## config.mk

```make
export PLATFORM = sky130hd
export DESIGN_NAME = buffer_drain
export DESIGN_NICKNAME = d
export VERILOG_FILES = /design/src/rtl/buffer_drain_pkg.sv /design/src/rtl/buffer_drain_skid_queue.sv /design/src/rtl/buffer_drain.sv
export SDC_FILE = /design/constraint.sdc
export NUM_CORES = 1
export LEC_CHECK = 0
export CORE_MARGIN = 4
export CORE_UTILIZATION = 52
export CTS_CLUSTER_DIAMETER = 150
export CTS_CLUSTER_SIZE = 20
export DETAILED_ROUTE_END_ITERATION = 6
export PLACE_DENSITY = 0.87
export SLEW_MARGIN = 20
export SYNTH_ARGS = -nofsm -noshare
export SYNTH_HDL_FRONTEND = slang
export SYNTH_SLANG_ARGS = --single-unit
```

## constraint.sdc

```tcl
create_clock -name clk -period 5.16 [get_ports clk]
set_input_delay 1.548 -clock clk [delete_from_list [all_inputs] [get_ports clk]]
set_output_delay 1.548 -clock clk [all_outputs]
set_load 0.05 [all_outputs]
```

## src/rtl/buffer_drain_pkg.sv

```systemverilog
// buffer_drain_pkg: shared widths and FSM state type for the buffer read-side controller
package buffer_drain_pkg;
  localparam int DATA_WIDTH = 12;
  localparam int CNT_WIDTH = 16;
  typedef enum logic [1:0] {IDLE, REQ, CAP} drain_state_t;
endpackage

```

## src/rtl/buffer_drain_skid_queue.sv

```systemverilog
// skid_queue: 2-entry in-order queue; head is always entry 0, a pop shifts entry 1 forward
module skid_queue
  import buffer_drain_pkg::*;
#(
  parameter int W = DATA_WIDTH
) (
  input  logic         clk,
  input  logic         nrst,
  input  logic         push_i,
  input  logic         pop_i,
  input  logic [W-1:0] data_i,
  output logic [W-1:0] head_o,
  output logic [1:0]   occupancy_o
);
  logic [W-1:0] e0_q, e0_d, e1_q, e1_d;
  logic [1:0] occ_q, occ_d, base;
  logic do_pop, do_push;
  always_ff @(posedge clk) begin
    if (!nrst) begin
      e0_q  <= '0;
      e1_q  <= '0;
      occ_q <= '0;
    end else begin
      e0_q  <= e0_d;
      e1_q  <= e1_d;
      occ_q <= occ_d;
    end
  end
  // base is the occupancy after the pop; a push lands in the first free slot behind it
  always_comb begin
    do_pop  = pop_i && (occ_q != 2'd0);
    base    = occ_q - {1'b0, do_pop};
    do_push = push_i && (base != 2'd2);
    occ_d   = base + {1'b0, do_push};
    e0_d    = (do_push && base == 2'd0) ? data_i : (do_pop ? e1_q : e0_q);
    e1_d    = (do_push && base == 2'd1) ? data_i : e1_q;
  end
  assign head_o      = e0_q;
  assign occupancy_o = occ_q;
endmodule

```

## src/rtl/buffer_drain.sv

```systemverilog
// buffer_drain: pops the sample buffer one word per REQ/CAP pair and streams words out through a
// 2-entry queue, never reading an empty buffer and never dropping a word under back-pressure
module buffer_drain
  import buffer_drain_pkg::*;
#(
  parameter int DATA_WIDTH = buffer_drain_pkg::DATA_WIDTH,
  parameter int CNT_WIDTH  = buffer_drain_pkg::CNT_WIDTH
) (
  input  logic                  clk,
  input  logic                  nrst,
  input  logic                  enable,
  input  logic                  buf_empty,
  input  logic [DATA_WIDTH-1:0] buf_data,
  output logic                  buf_read,
  output logic [DATA_WIDTH-1:0] m_data,
  output logic                  m_valid,
  input  logic                  m_ready,
  output logic [CNT_WIDTH-1:0]  word_count,
  output logic                  busy
);
  drain_state_t state_q, state_d;
  logic [CNT_WIDTH-1:0] cnt_q, cnt_d;
  logic [1:0] occ;
  logic [2:0] post_occ;
  logic capture, hs;
  skid_queue #(.W(DATA_WIDTH)) u_queue (
    .clk         (clk),
    .nrst        (nrst),
    .push_i      (capture),
    .pop_i       (m_ready),
    .data_i      (buf_data),
    .head_o      (m_data),
    .occupancy_o (occ)
  );
  assign capture  = (state_q == CAP);
  assign hs       = m_valid && m_ready;
  assign post_occ = {1'b0, occ} + 3'd1 - {2'b0, hs};
  assign cnt_d    = cnt_q + CNT_WIDTH'(hs);
  always_ff @(posedge clk) begin
    if (!nrst) begin
      state_q <= IDLE;
      cnt_q   <= '0;
    end else begin
      state_q <= state_d;
      cnt_q   <= cnt_d;
    end
  end
  // buf_empty is deliberately ignored in REQ: it only reflects the pop on the following cycle
  always_comb begin
    state_d = IDLE;
    unique case (state_q)
      IDLE:    state_d = (enable && !buf_empty && occ < 2'd2) ? REQ : IDLE;
      REQ:     state_d = CAP;
      CAP:     state_d = (enable && !buf_empty && post_occ < 3'd2) ? REQ : IDLE;
      default: state_d = IDLE;
    endcase
  end
  always_comb begin
    buf_read   = (state_q == REQ);
    m_valid    = (occ != 2'd0);
    busy       = (state_q != IDLE) || (occ != 2'd0);
    word_count = cnt_q;
  end
endmodule
```

# Word-level counts from Yosys, hierarchy flattened
# Cells that the tools add are included.
# classes
n_addsub,5
n_eq_ne,4
n_mux,5
order_cmp,2
n_reduce_logical,14
# ops
operator,n
2-to-1 mux 12 bit,2
adder 16 x 1 -> 16 bit,1
logical AND 1 bit,7
one-hot mux 2 bit (3 select lines),1
nonzero test 2 bit,3
"== test 2 x 1 -> 1 bit, second input constant",2
logical NOT 2 bit,2
"adder 2 x 1 -> 3 bit, second input constant",1
"< comparator 3 x 2 -> 1 bit, second input constant",1
subtractor 3 x 1 -> 3 bit,1
adder 2 x 1 -> 2 bit,1
"== test 2 bit, second input constant",1
"< comparator 2 bit, second input constant",1
2-to-1 mux 1 bit,2
"!= test 2 bit, second input constant",1
subtractor 2 x 1 -> 2 bit,1
logical NOT 1 bit,1
logical OR 1 bit,1
# word_totals
output_inout_bits,31
input_bits,17
reg_bits,44

# Logic depth before layout (Yosys ltp)
# Gate-level depths: netlist of run 1.
# logic_depth
depth_word,7
ltp_mapped,11

# Hierarchy
# From an unflattened synthesis of run 1, not the netlist that was laid out.
# hier_totals
hier_cells,225
hier_area_um2,1920.6
# modules_own_cells
module,cells_each,n_inst,area_each_um2
skid_queue,132,1,1098.6
buffer_drain,93,1,822.0

# Worst setup path before layout of run 1
# No wires, ideal clock.
# synth_timing
kind,input-to-reg
start,in m_ready
end,"reg u_queue.e0_q[10], in the netlist u_queue.head_o[10]"
required_time_ns,5.069
setup_slack_ns,1.907
n_path_buf,3
cell_stages,9
arrival_time_ns,3.162
setup_time_ns,0.091
path_cell_list,nand2_1 > inv_1 > buf_2 > ha_1 > inv_1 > or3_1 > clkbuf_1 > clkbuf_1 > a311oi_1
# synth_via
elab_chain_len,6
elab_cells_between_ends,8
cone_classes,1 x add/sub; 1 x eq/ne; 1 x mux; 5 x reduce/logical
# synth_lines
element,line_no,source
"start, declared",buffer_drain.sv:17,"input logic m_ready,"
logical AND 1 bit (*),buffer_drain_skid_queue.sv:31,do_pop = pop_i && (occ_q != 2'd0);
subtractor 2 x 1 -> 2 bit,buffer_drain_skid_queue.sv:32,"base = occ_q - {1'b0, do_pop};"
!= test 2 bit,buffer_drain_skid_queue.sv:33,do_push = push_i && (base != 2'd2);
logical AND 1 bit,buffer_drain_skid_queue.sv:33,
logical AND 1 bit,buffer_drain_skid_queue.sv:35,e0_d = (do_push && base == 2'd0) ? data_i : (do_pop ? e1_q : e0_q);
2-to-1 mux 12 bit or nonzero test 2 bit (tied branches),--,
"end signal, assigned",buffer_drain_skid_queue.sv:20,e0_q <= '0;
"end signal, assigned",buffer_drain_skid_queue.sv:24,e0_q <= e0_d;
"end, declared",buffer_drain_skid_queue.sv:15,"logic [W-1:0] e0_q, e0_d, e1_q, e1_d;"
# Every way passes the cells marked *; elsewhere a longest branch is shown, timed or not.
# A chain may end at the register's enable or synchronous reset.

# Worst setup path after layout of run 1
# layout_timing
start,in m_ready
end,"reg u_queue.e0_q[8], in the netlist u_queue.head_o[8]"
# The elaborated chain is that of the path after synthesis.

==> run metrics, run 1 <==
status finished clean; fin crit period about 3800 ps; Clock power frac 0.212; DP Wirelength 2873 um; Worst path slowest cell or3_1; Max Slew Vio Count 0; synthesized area between 1500 and 2000 um2; setup violators final 0; clk sink count 44; IO Count 48; worst endpoint required time ~5400 ps; fraction of layout cells with a size suffix above 1 0.05792; CORE AREA roughly 3400 um2; fmax 259.8 MHz; commonest non-fill, non-tap cell in the layout clkdlybuf4s50_1; endpoints failing hold 0; fin nets around 280; max-cap viol count 0; # resized after CTS 0; initial antenna violation count 0; Internal between 0.0005 and 0.0006 W; Layout area overhead 29.20%; # hold bufs at CTS 0; setup slack, reg-to-reg 2290 ps; most frequent cells in the layout 47 x clkdlybuf4s50_1, 44 x dfxtp_1, 36 x nor2_1; die area approximately 4600 um2; initial core utilization 0.5495; Routed Antenna Nets 0; largest net degree at the start of global routing approximately 40; Longest Clk Path Bufs 2; ys flop type dfxtp_1; fraction of registers with async set/reset 0; setup_tns 0 ps; startpoint types primary input; depth of the CTS H-tree 2; clock slew at reported path FFs between 100 and 150 ps; synth warn 0; switching power about 0.00030 W; crit-path cells clkdlybuf4s50_1 > nand2_1 > buf_4 > inv_1 > ha_1 > inv_1 > or3_1 > nor2_1 > a311oi_1; Die Ht ~68 um; worst slew pin tran 780.1 ps; Std-Cell Rows 21; fin crit share 0.7459; leak pwr roughly 0.94 nW; max_slew headroom 0.4799; Avg Vias per Cell roughly 5.3; Pre-antenna DRT Iters 4; RSZ-0062 raised after global routing no; Comb power frac 0.315; Filler Cell Count roughly 290; Starting DRT DRC Count 120; GRT Util Overall 0.1950; cell area after layout 2425 um2; Overflow after GRT 0; DRC viols 0; Die X 68.08 um; EDFF count, synth 0; n_diodes 0; crit path capture type flip-flop; worst clock skew roughly 17 ps; CP peak stage delay 610 ps; CTS Buf Count 5; Post-Syn Nets about 240; maximum VDD drop about 0.20 mV; Yosys cell types 35; crit-path max FO 24; Sw Share 0.3754; Post-Syn Area per Cell a little under 9 um2; Hold WC Path Type flip-flop to flip-flop; Seq/Total Area, Yosys 0.4693; Placer Congestion roughly 0.84; Total Routed Length between 4000 and 5000 um; flops & latches, synth between 40 and 50; Worst EP arrival a little over 4000 ps; Gate Count Post-Synth approximately 210; vias 1618; clk_lat worst skew ~370 ps; CTS tree done; DP Area approximately 2400 um2; Top cell by count, worst path inv_1; Post-CTS Setup Bufs 0; first-pass GRT wire length between 6000 and 7000 um; Buffers on Ports 47; Root Buffer clkbuf_4; Setup Crit Path Kind primary input to flip-flop; Avg WL per Cell 13.43 um; sequential share of power 0.473; P per Cell Area between 300 and 400 nW/um2; number of global-route vias before repair about 1500
==> critical path, delay by kind of cell <==
family	cells	cell delay, ps
AO/OA/AOI/OAI	1	310
adder cells (fa/ha/maj)	1	340
buffers and inverters	4	1110
AND/OR/NAND/NOR	3	770
==> power by group through the flow <==
stage | registers, W | clock network (W) | logic, W
after floorplan | 0.000425 | 0 | 0.000134
final | 0.000381 | 0.000171 | 0.000254
after global routing | 0.000385 | 0.000189 | 0.000275
after global placement | 0.000388 | 0 | 0.000249
after detailed placement | 0.000389 | 0 | 0.000254
after CTS | 0.000381 | 0.000174 | 0.000255
==> registers in the layout, indices dropped and copies added (netlist names) <==
name and flops:
u_queue.head_o 12, state_q 2, u_queue.occupancy_o 2, word_count 16, u_queue.e1_q 12
==> synth_stat cells, types with 2 or more instances <==
| cell type | instances | share of area |
|---|---|---|
| dfxtp_1 | 44 | 0.47 |
| nor2_1 | 36 | 0.072 |
| nand2_1 | 34 | 0.068 |
| mux2i_1 | 13 | 0.069 |
| a311oi_1 | 12 | 0.056 |
| clkbuf_1 | 7 | 0.014 |
| inv_1 | 6 | 0.012 |
| nand3_1 | 6 | 0.016 |
| xnor2_1 | 6 | 0.028 |
| xor2_1 | 6 | 0.028 |
| a21oi_1 | 5 | 0.013 |
| ha_1 | 4 | 0.027 |
| nor3_1 | 4 | 0.011 |
| or3_1 | 4 | 0.013 |
| and2_1 | 3 | 0.010 |
| buf_2 | 3 | 0.0080 |
| nand2b_1 | 2 | 0.0067 |
| nand4_1 | 2 | 0.0067 |
==> final timing paths <==
kind / startpoint / end / cells after the start
worst max-delay path: m_ready / u_queue.head_o[8] / 9
worst min-delay path: state_q[1] / state_q[0] / 1
worst max register to register: u_queue.occupancy_o[1] / u_queue.head_o[8] / 8
worst min register to register: state_q[1] / state_q[0] / 1
==> stage by stage <==
stage                 util  setup slack (ps)  hold slack [ps]  total power, W  instances
floorplan                -              1907            449.7       0.0005590        214
global placement    0.6919              1074            458.1       0.0006375        297
detailed placement  0.6919             949.8            466.5       0.0006431        297
CTS                 0.7099              1333            478.5       0.0008106        305
global route        0.7099              1079            499.3       0.0008493        305
finish              0.7099              1311            469.7       0.0008059        305
==> cells by family after synthesis <==
family,synth area share
AND/OR/NAND/NOR,0.2500
adder cells (fa/ha/maj),0.02667
buffers and inverters,0.03800
multiplexers,0.06933
XOR/XNOR,0.05600
flip-flops,0.4693
AO/OA/AOI/OAI,0.09066
==> layout make-up <==
class,count,area [um2],area share
Timing Repair Buffer,48,478.0,0.1971
Clock buffer,5,37.54,0.01548
Tap cell,46,57.56,0.02374
Sequential cell,44,880.8,0.3633
Multi-Input combinational cell,153,924.6,0.3813
Inverter,6,22.52,0.009288
Clock inverter,3,23.77,0.009804
==> metal layers <==
layer / GRT usage / vias up / wire length (um)
met4: 0.08437 / 0 / 51
li1: - / 822 / -
met5: 0 / - / 0
met3: 0.03612 / 5 / 195
met2: 0.3057 / 37 / 1900
met1: 0.2609 / 754 / 1948
Note: power is estimated with default switching activity, not from simulation.
==> run 2: changes to the inputs <==
--- a/config.mk
+++ b/config.mk
@@ -6,11 +6,11 @@
 export NUM_CORES = 1
 export LEC_CHECK = 0
 export CORE_MARGIN = 4
-export CORE_UTILIZATION = 52
+export CORE_UTILIZATION = 48
 export CTS_CLUSTER_DIAMETER = 150
 export CTS_CLUSTER_SIZE = 20
 export DETAILED_ROUTE_END_ITERATION = 6
-export PLACE_DENSITY = 0.87
+export PLACE_DENSITY = 0.82
 export SLEW_MARGIN = 20
 export SYNTH_ARGS = -nofsm -noshare
 export SYNTH_HDL_FRONTEND = slang
==> constraint.sdc (replaced) <==
create_clock -name clk -period 3.85 [get_ports clk]
set_input_delay 1.155 -clock clk [delete_from_list [all_inputs] [get_ports clk]]
set_output_delay 1.155 -clock clk [all_outputs]
set_load 0.05 [all_outputs]
==> run 2 against run 1 <==
Utilization fell by 4.4 points. Combinational power rose by 36%. Global-route usage fell by 2.7 points. Highest routed layer unchanged. Clock skew fell by 12 ps. Sequential power rose by 34%. First-iteration DRC count fell by 6.7%. Largest cell class unchanged.
==> run metrics, run 2 (same netlist as run 1, synthesis figures left out) <==
status finished clean; max reg flops 16 (unchanged); first-pass GRT wire length 6720 um (-2.0%); Setup Crit Path Kind flip-flop to primary output; crit-path max FO 7 (-71%); sequential share of power 0.444 (-0.029); fin nets 281 (+0.72%); die area 4974 um2 (+7.3%); Internal 0.0007503 W (+49%); endpoints failing hold 0 (unchanged); Post-CTS Setup Bufs 0 (unchanged); Min-Delay Startpoint word_count[15]; commonest non-fill, non-tap cell in the layout clkdlybuf4s50_1; Placer Congestion 0.7905 (-5.6%); leak pwr 0.9789 nW (+3.7%); # hold bufs at CTS 0 (unchanged); maximum VDD drop 0.2639 mV (+35%); Starting DRT DRC Count 112 (-6.7%); # resized after CTS 0 (unchanged); Avg Vias per Cell 5.265 (-0.75%); Worst Hold Depth 2 (+1); Routed Antenna Nets 0 (unchanged); most frequent cells in the layout 47 x clkdlybuf4s50_1, 44 x dfxtp_1, 36 x nor2_1; Std-Cell Rows 22 (+4.8%); setup_tns 0 ps (unchanged); CTS Buf Count 5 (unchanged); fin crit period about 3100 ps; Layout area overhead 31.80%; clk_lat worst skew 290 ps (-80 ps); Max Slew Vio Count 0 (unchanged); IO Count 48 (unchanged); r2r startpoint u_queue.occupancy_o[1]; CORE AREA 3716 um2 (+8.8%); setup slack, reg-to-reg 1520 ps (-770 ps); Total Routed Length 4093 um (about the same); clk sink count 44 (unchanged); DP Wirelength 2873 um (about the same); crit path capture type primary output; Root Buffer clkbuf_8; setup violators final 0 (unchanged); Comb power frac 0.301 (-0.014); DRC viols 0 (unchanged); P per Cell Area 464.4 nW/um2 (+40%); startpoint types flip-flop; depth of the CTS H-tree 2 (unchanged); worst slew pin tran 786.8 ps (+6.761 ps); initial core utilization 0.5051 (-0.04440); number of global-route vias before repair 1451 (-5.3%); Overflow after GRT 0 (unchanged); fraction of layout cells with a size suffix above 1 0.06130 (+0.003388); hold path endpoint word_count[15]; Die Ht 70.53 um (+3.6%); Clock power frac 0.255 (+0.043); max-cap viol count 0 (unchanged); largest net degree at the start of global routing 25 (-39%); Pre-antenna DRT Iters 4 (unchanged); worst clock skew 4.525 ps (-12.09 ps); Worst EP arrival 1990 ps (-2120 ps); reg2reg path depth 8 (unchanged); vias 1627 (+0.56%); clock slew at reported path FFs 70 ps (-70 ps); fin worst setup slack 706.9 ps (-604.1 ps); initial antenna violation count 0 (unchanged); GRT Util Overall 0.1682 (-0.02678); Hold WC Path Type flip-flop to flip-flop; Die X 70.53 um (+3.6%); n_diodes 0 (unchanged); Avg WL per Cell 13.25 um (-1.3%); max_slew headroom 0.4754 (-0.004507); fin crit share 0.8164; Setup WS pre-CTS 597.6 ps (-352.3 ps); RSZ-0062 raised after global routing no; Longest Clk Path Bufs 2 (unchanged); switching power 0.0003985 W (+32%); Sw Share 0.3469 (-0.02850); Buffers on Ports 47 (unchanged); CTS tree done; fmax between 300 and 400 MHz; worst endpoint required time 2690 ps (-2740 ps); r2r endpoint u_queue.head_o[7]
==> run 2: cell types whose count changed in the layout (fill, tap and decap cells not counted) <==
cell and delta:
clkinv_2 +2, inv_1 +1, clkbuf_8 +6, clkbuf_4 -5
inv_2 -1, clkinvlp_4 -2, buf_4 +2, clkinv_4 -1
==> run 2: routing by layer <==
metal  track usage  routed length (um)  up-vias
met5             0                   0        -
met4       0.05637                  58        0
met3       0.04545                 159        5
met2        0.2599                1871       30
met1        0.2289                2004      768
li1              -                   -      824
==> run 2: critical path, cell delays in order (launching register included) <==
cell,delay (ps)
dfxtp_1,380
or2_2,310
or3_1,300
clkdlybuf4s50_1,700
==> run 2: how the worst max path moves through the flow <==
stage	startpoint	endpoint	slack (ps)
after floorplan	m_ready	u_queue.head_o[10]	990
after global placement	m_ready	u_queue.head_o[4]	650
after detailed placement	m_ready	u_queue.head_o[6]	600
after CTS	u_queue.occupancy_o[1]	busy	690
after global routing	u_queue.occupancy_o[1]	busy	630
final	u_queue.occupancy_o[1]	busy	710
==> run 2: final cells by class <==
cell class,count,area [um2]
clock buffers,6,82.58
repair buffers,50,493.0
clock inverters,2,10.01
fillers,325,1242
multi-input cells,153,924.6
well taps,48,60.06
flip-flops and latches,44,880.8
inverters,6,22.52
==> run 2: metrics by stage <==
step	utilization	total power, W	cell area, um2	hold slack (ps)	instances
5_1_grt	0.6657	0.001211	2474	497.6	309
3_3_place_gp	0.6407	0.0008641	2381	453.7	301
4_1_cts	0.6657	0.001162	2474	473.3	309
2_1_floorplan	-	0.0007492	1877	449.7	214
3_5_place_dp	0.6407	0.0008685	2381	462.5	301
6_report	0.6657	0.001149	2474	470.9	309
==> run 2: power by group through the flow <==
stage	Clock [W]	Sequential (W)	Combinational (W)
after floorplan	0	0.000570	0.000179
after global placement	0	0.000520	0.000344
after detailed placement	0	0.000521	0.000348
after CTS	0.000303	0.000510	0.000349
after global routing	0.000322	0.000514	0.000375
final	0.000293	0.000510	0.000346
==> run 3: changes to the inputs <==
==> constraint.sdc (replaced) <==
create_clock -name clk -period 2.96 [get_ports clk]
set_input_delay 0.888 -clock clk [delete_from_list [all_inputs] [get_ports clk]]
set_output_delay 0.888 -clock clk [all_outputs]
set_load 0.05 [all_outputs]
==> run 3 against run 2 <==
Clock-buffer cell count decreased by 1. Die area unchanged. Final cell count grew 1.3%. Critical endpoint is now m_valid. Total power is 31% higher. Highest routed layer unchanged.
==> run metrics, run 3 (same netlist as run 1, synthesis figures left out) <==
fin crit period 2617 ps; reg2reg path depth 8 (unchanged); crit path capture type primary output; startpoint types flip-flop; RSZ-0062 raised after global routing no; DP Wirelength 2983 um (+3.8%); initial core utilization 0.5051 (unchanged); DRC viols 0 (unchanged); leak pwr 1.007 nW (+2.8%); clk_lat worst skew 300 ps (about the same); vias 1637 (+0.61%); n_diodes 0 (unchanged); Starting DRT DRC Count 115 (+2.7%); setup_tns 0 ps (unchanged); max reg flops 16 (unchanged); Worst path slowest cell clkdlybuf4s50_1; Placer Congestion 0.8049 (+1.8%); CTS tree done; endpoints failing hold 0 (unchanged); Die X 70.53 um (unchanged); Sw Share 0.3579 (+0.01107); Worst EP arrival 1730 ps (-260 ps); Longest Clk Path Bufs 2 (unchanged); maximum VDD drop 0.3316 mV (+26%); initial antenna violation count 0 (unchanged); setup slack, reg-to-reg 760 ps (-760 ps); P per Cell Area 599.4 nW/um2 (+29%); CORE AREA 3716 um2 (unchanged); worst endpoint required time 2070 ps (-620 ps); Setup WS pre-CTS 74.28 ps (-523.3 ps); GRT Util Overall 0.1793 (+0.01106); die area 4974 um2 (unchanged); Hold WC Path Type flip-flop to flip-flop; CTS Buf Count 5 (unchanged); Root Buffer clkbuf_8; # hold bufs at CTS 0 (unchanged); r2r startpoint u_queue.occupancy_o[1]; hold path endpoint word_count[15]; Comb power frac 0.309 (+0.008); Clock power frac 0.248 (-0.007); Min-Delay Startpoint word_count[15]; Worst Hold Depth 2 (unchanged); IO Count 48 (unchanged); Pre-antenna DRT Iters 4 (unchanged); Std-Cell Rows 22 (unchanged); fin crit share 0.8840; max-cap viol count 0 (unchanged); crit-path cells or2_2 > clkdlybuf4s50_1; setup violators final 0 (unchanged); Avg WL per Cell 13.56 um (+2.3%); status finished clean; Overflow after GRT 0 (unchanged); max_slew headroom 0.6577 (+0.1823); worst slew pin tran 511.8 ps (-275.1 ps); Max Slew Vio Count 0 (unchanged); most frequent cells in the layout 46 x clkdlybuf4s50_1, 44 x dfxtp_1, 36 x nor2_1; Internal 0.0009626 W (+28%); fmax around 380 MHz; Buffers on Ports 47 (unchanged); clock slew at reported path FFs 80 ps (about the same); CP peak stage delay 800 ps (+100 ps); r2r endpoint u_queue.e1_q[7]; sequential share of power 0.443 (about the same); first-pass GRT wire length 7196 um (+7.1%); depth of the CTS H-tree 2 (unchanged); worst clock skew 8.197 ps (+3.672 ps); Avg Vias per Cell 5.230 (-0.67%); Total Routed Length 4243 um (+3.7%); Die Ht 70.53 um (unchanged); clk sink count 44 (unchanged); largest net degree at the start of global routing 25 (unchanged); switching power 0.0005366 W (+35%); fin worst setup slack 343.3 ps (-363.5 ps); crit-path max FO 7 (unchanged); commonest non-fill, non-tap cell in the layout clkdlybuf4s50_1; number of global-route vias before repair 1563 (+7.7%); Layout area overhead 33.27%; fraction of layout cells with a size suffix above 1 0.07547 (+0.01417); fin nets 285 (+1.4%); Setup Crit Path Kind flip-flop to primary output; Routed Antenna Nets 0 (unchanged)
[run 3: layout make-up]
type	instances	area, um2
tap	48	60.06
sequential	44	880.8
inverter	6	22.52
fill	314	1215
multi-input combinational	153	924.6
timing repair buffer	54	525.5
clock buffer	5	68.82
clock inverter	3	18.77
[run 3: how the worst max path moves through the flow]
stage	start	to	slack [ps]	cells past startpoint
2_1_floorplan	m_ready	u_queue.head_o[10]	370	9
3_3_place_gp	m_ready	u_queue.e1_q[1]	220	8
3_5_place_dp	m_ready	u_queue.head_o[5]	70	8
4_1_cts	u_queue.occupancy_o[1]	busy	70	3
5_1_grt	m_ready	u_queue.head_o[10]	270	8
6_report	u_queue.occupancy_o[1]	m_valid	340	2
[run 3: per-layer routing]
metal,share of wire,GRT usage,up-vias
li1,-,-,829
met1,0.49,0.2317,765
met2,0.45,0.2786,34
met3,0.048,0.05398,9
met4,0.019,0.07724,0
met5,0,0,-
[run 3: worst max-delay path, delay by kind of cell, from the launching register on]
kind | cells | cell delay, ps
AND/OR/NAND/NOR | 1 | 180
flip-flops | 1 | 460
buffers and inverters | 1 | 800
[run 3: power by group through the flow]
stage	clock network (W)	logic, W	registers, W
CTS	0.000375	0.000466	0.000664
floorplan	0	0.000233	0.000741
detailed placement	0	0.000463	0.000678
global route	0.000409	0.000500	0.000670
finish	0.000371	0.000463	0.000665
global placement	0	0.000459	0.000677
[run 3: repair_timing]
action | CTS | global route
endpoints found under the setup margin | 0 | 1
setup buffers | 0 | 0
gates resized for setup | 0 | 1
[run 3: metrics by stage]
stage / utilization / hold WS (ps) / power (W) / std cells / instance area [um2]
6_report: 0.6731 / 473.2 / 0.001499 / 313 / 2501
5_1_grt: 0.6731 / 494.5 / 0.001579 / 313 / 2501
4_1_cts: 0.6724 / 475.9 / 0.001505 / 313 / 2499
3_5_place_dp: 0.6488 / 465.2 / 0.001141 / 305 / 2411
3_3_place_gp: 0.6488 / 453.2 / 0.001136 / 305 / 2411
2_1_floorplan: - / 449.7 / 0.0009744 / 214 / 1877
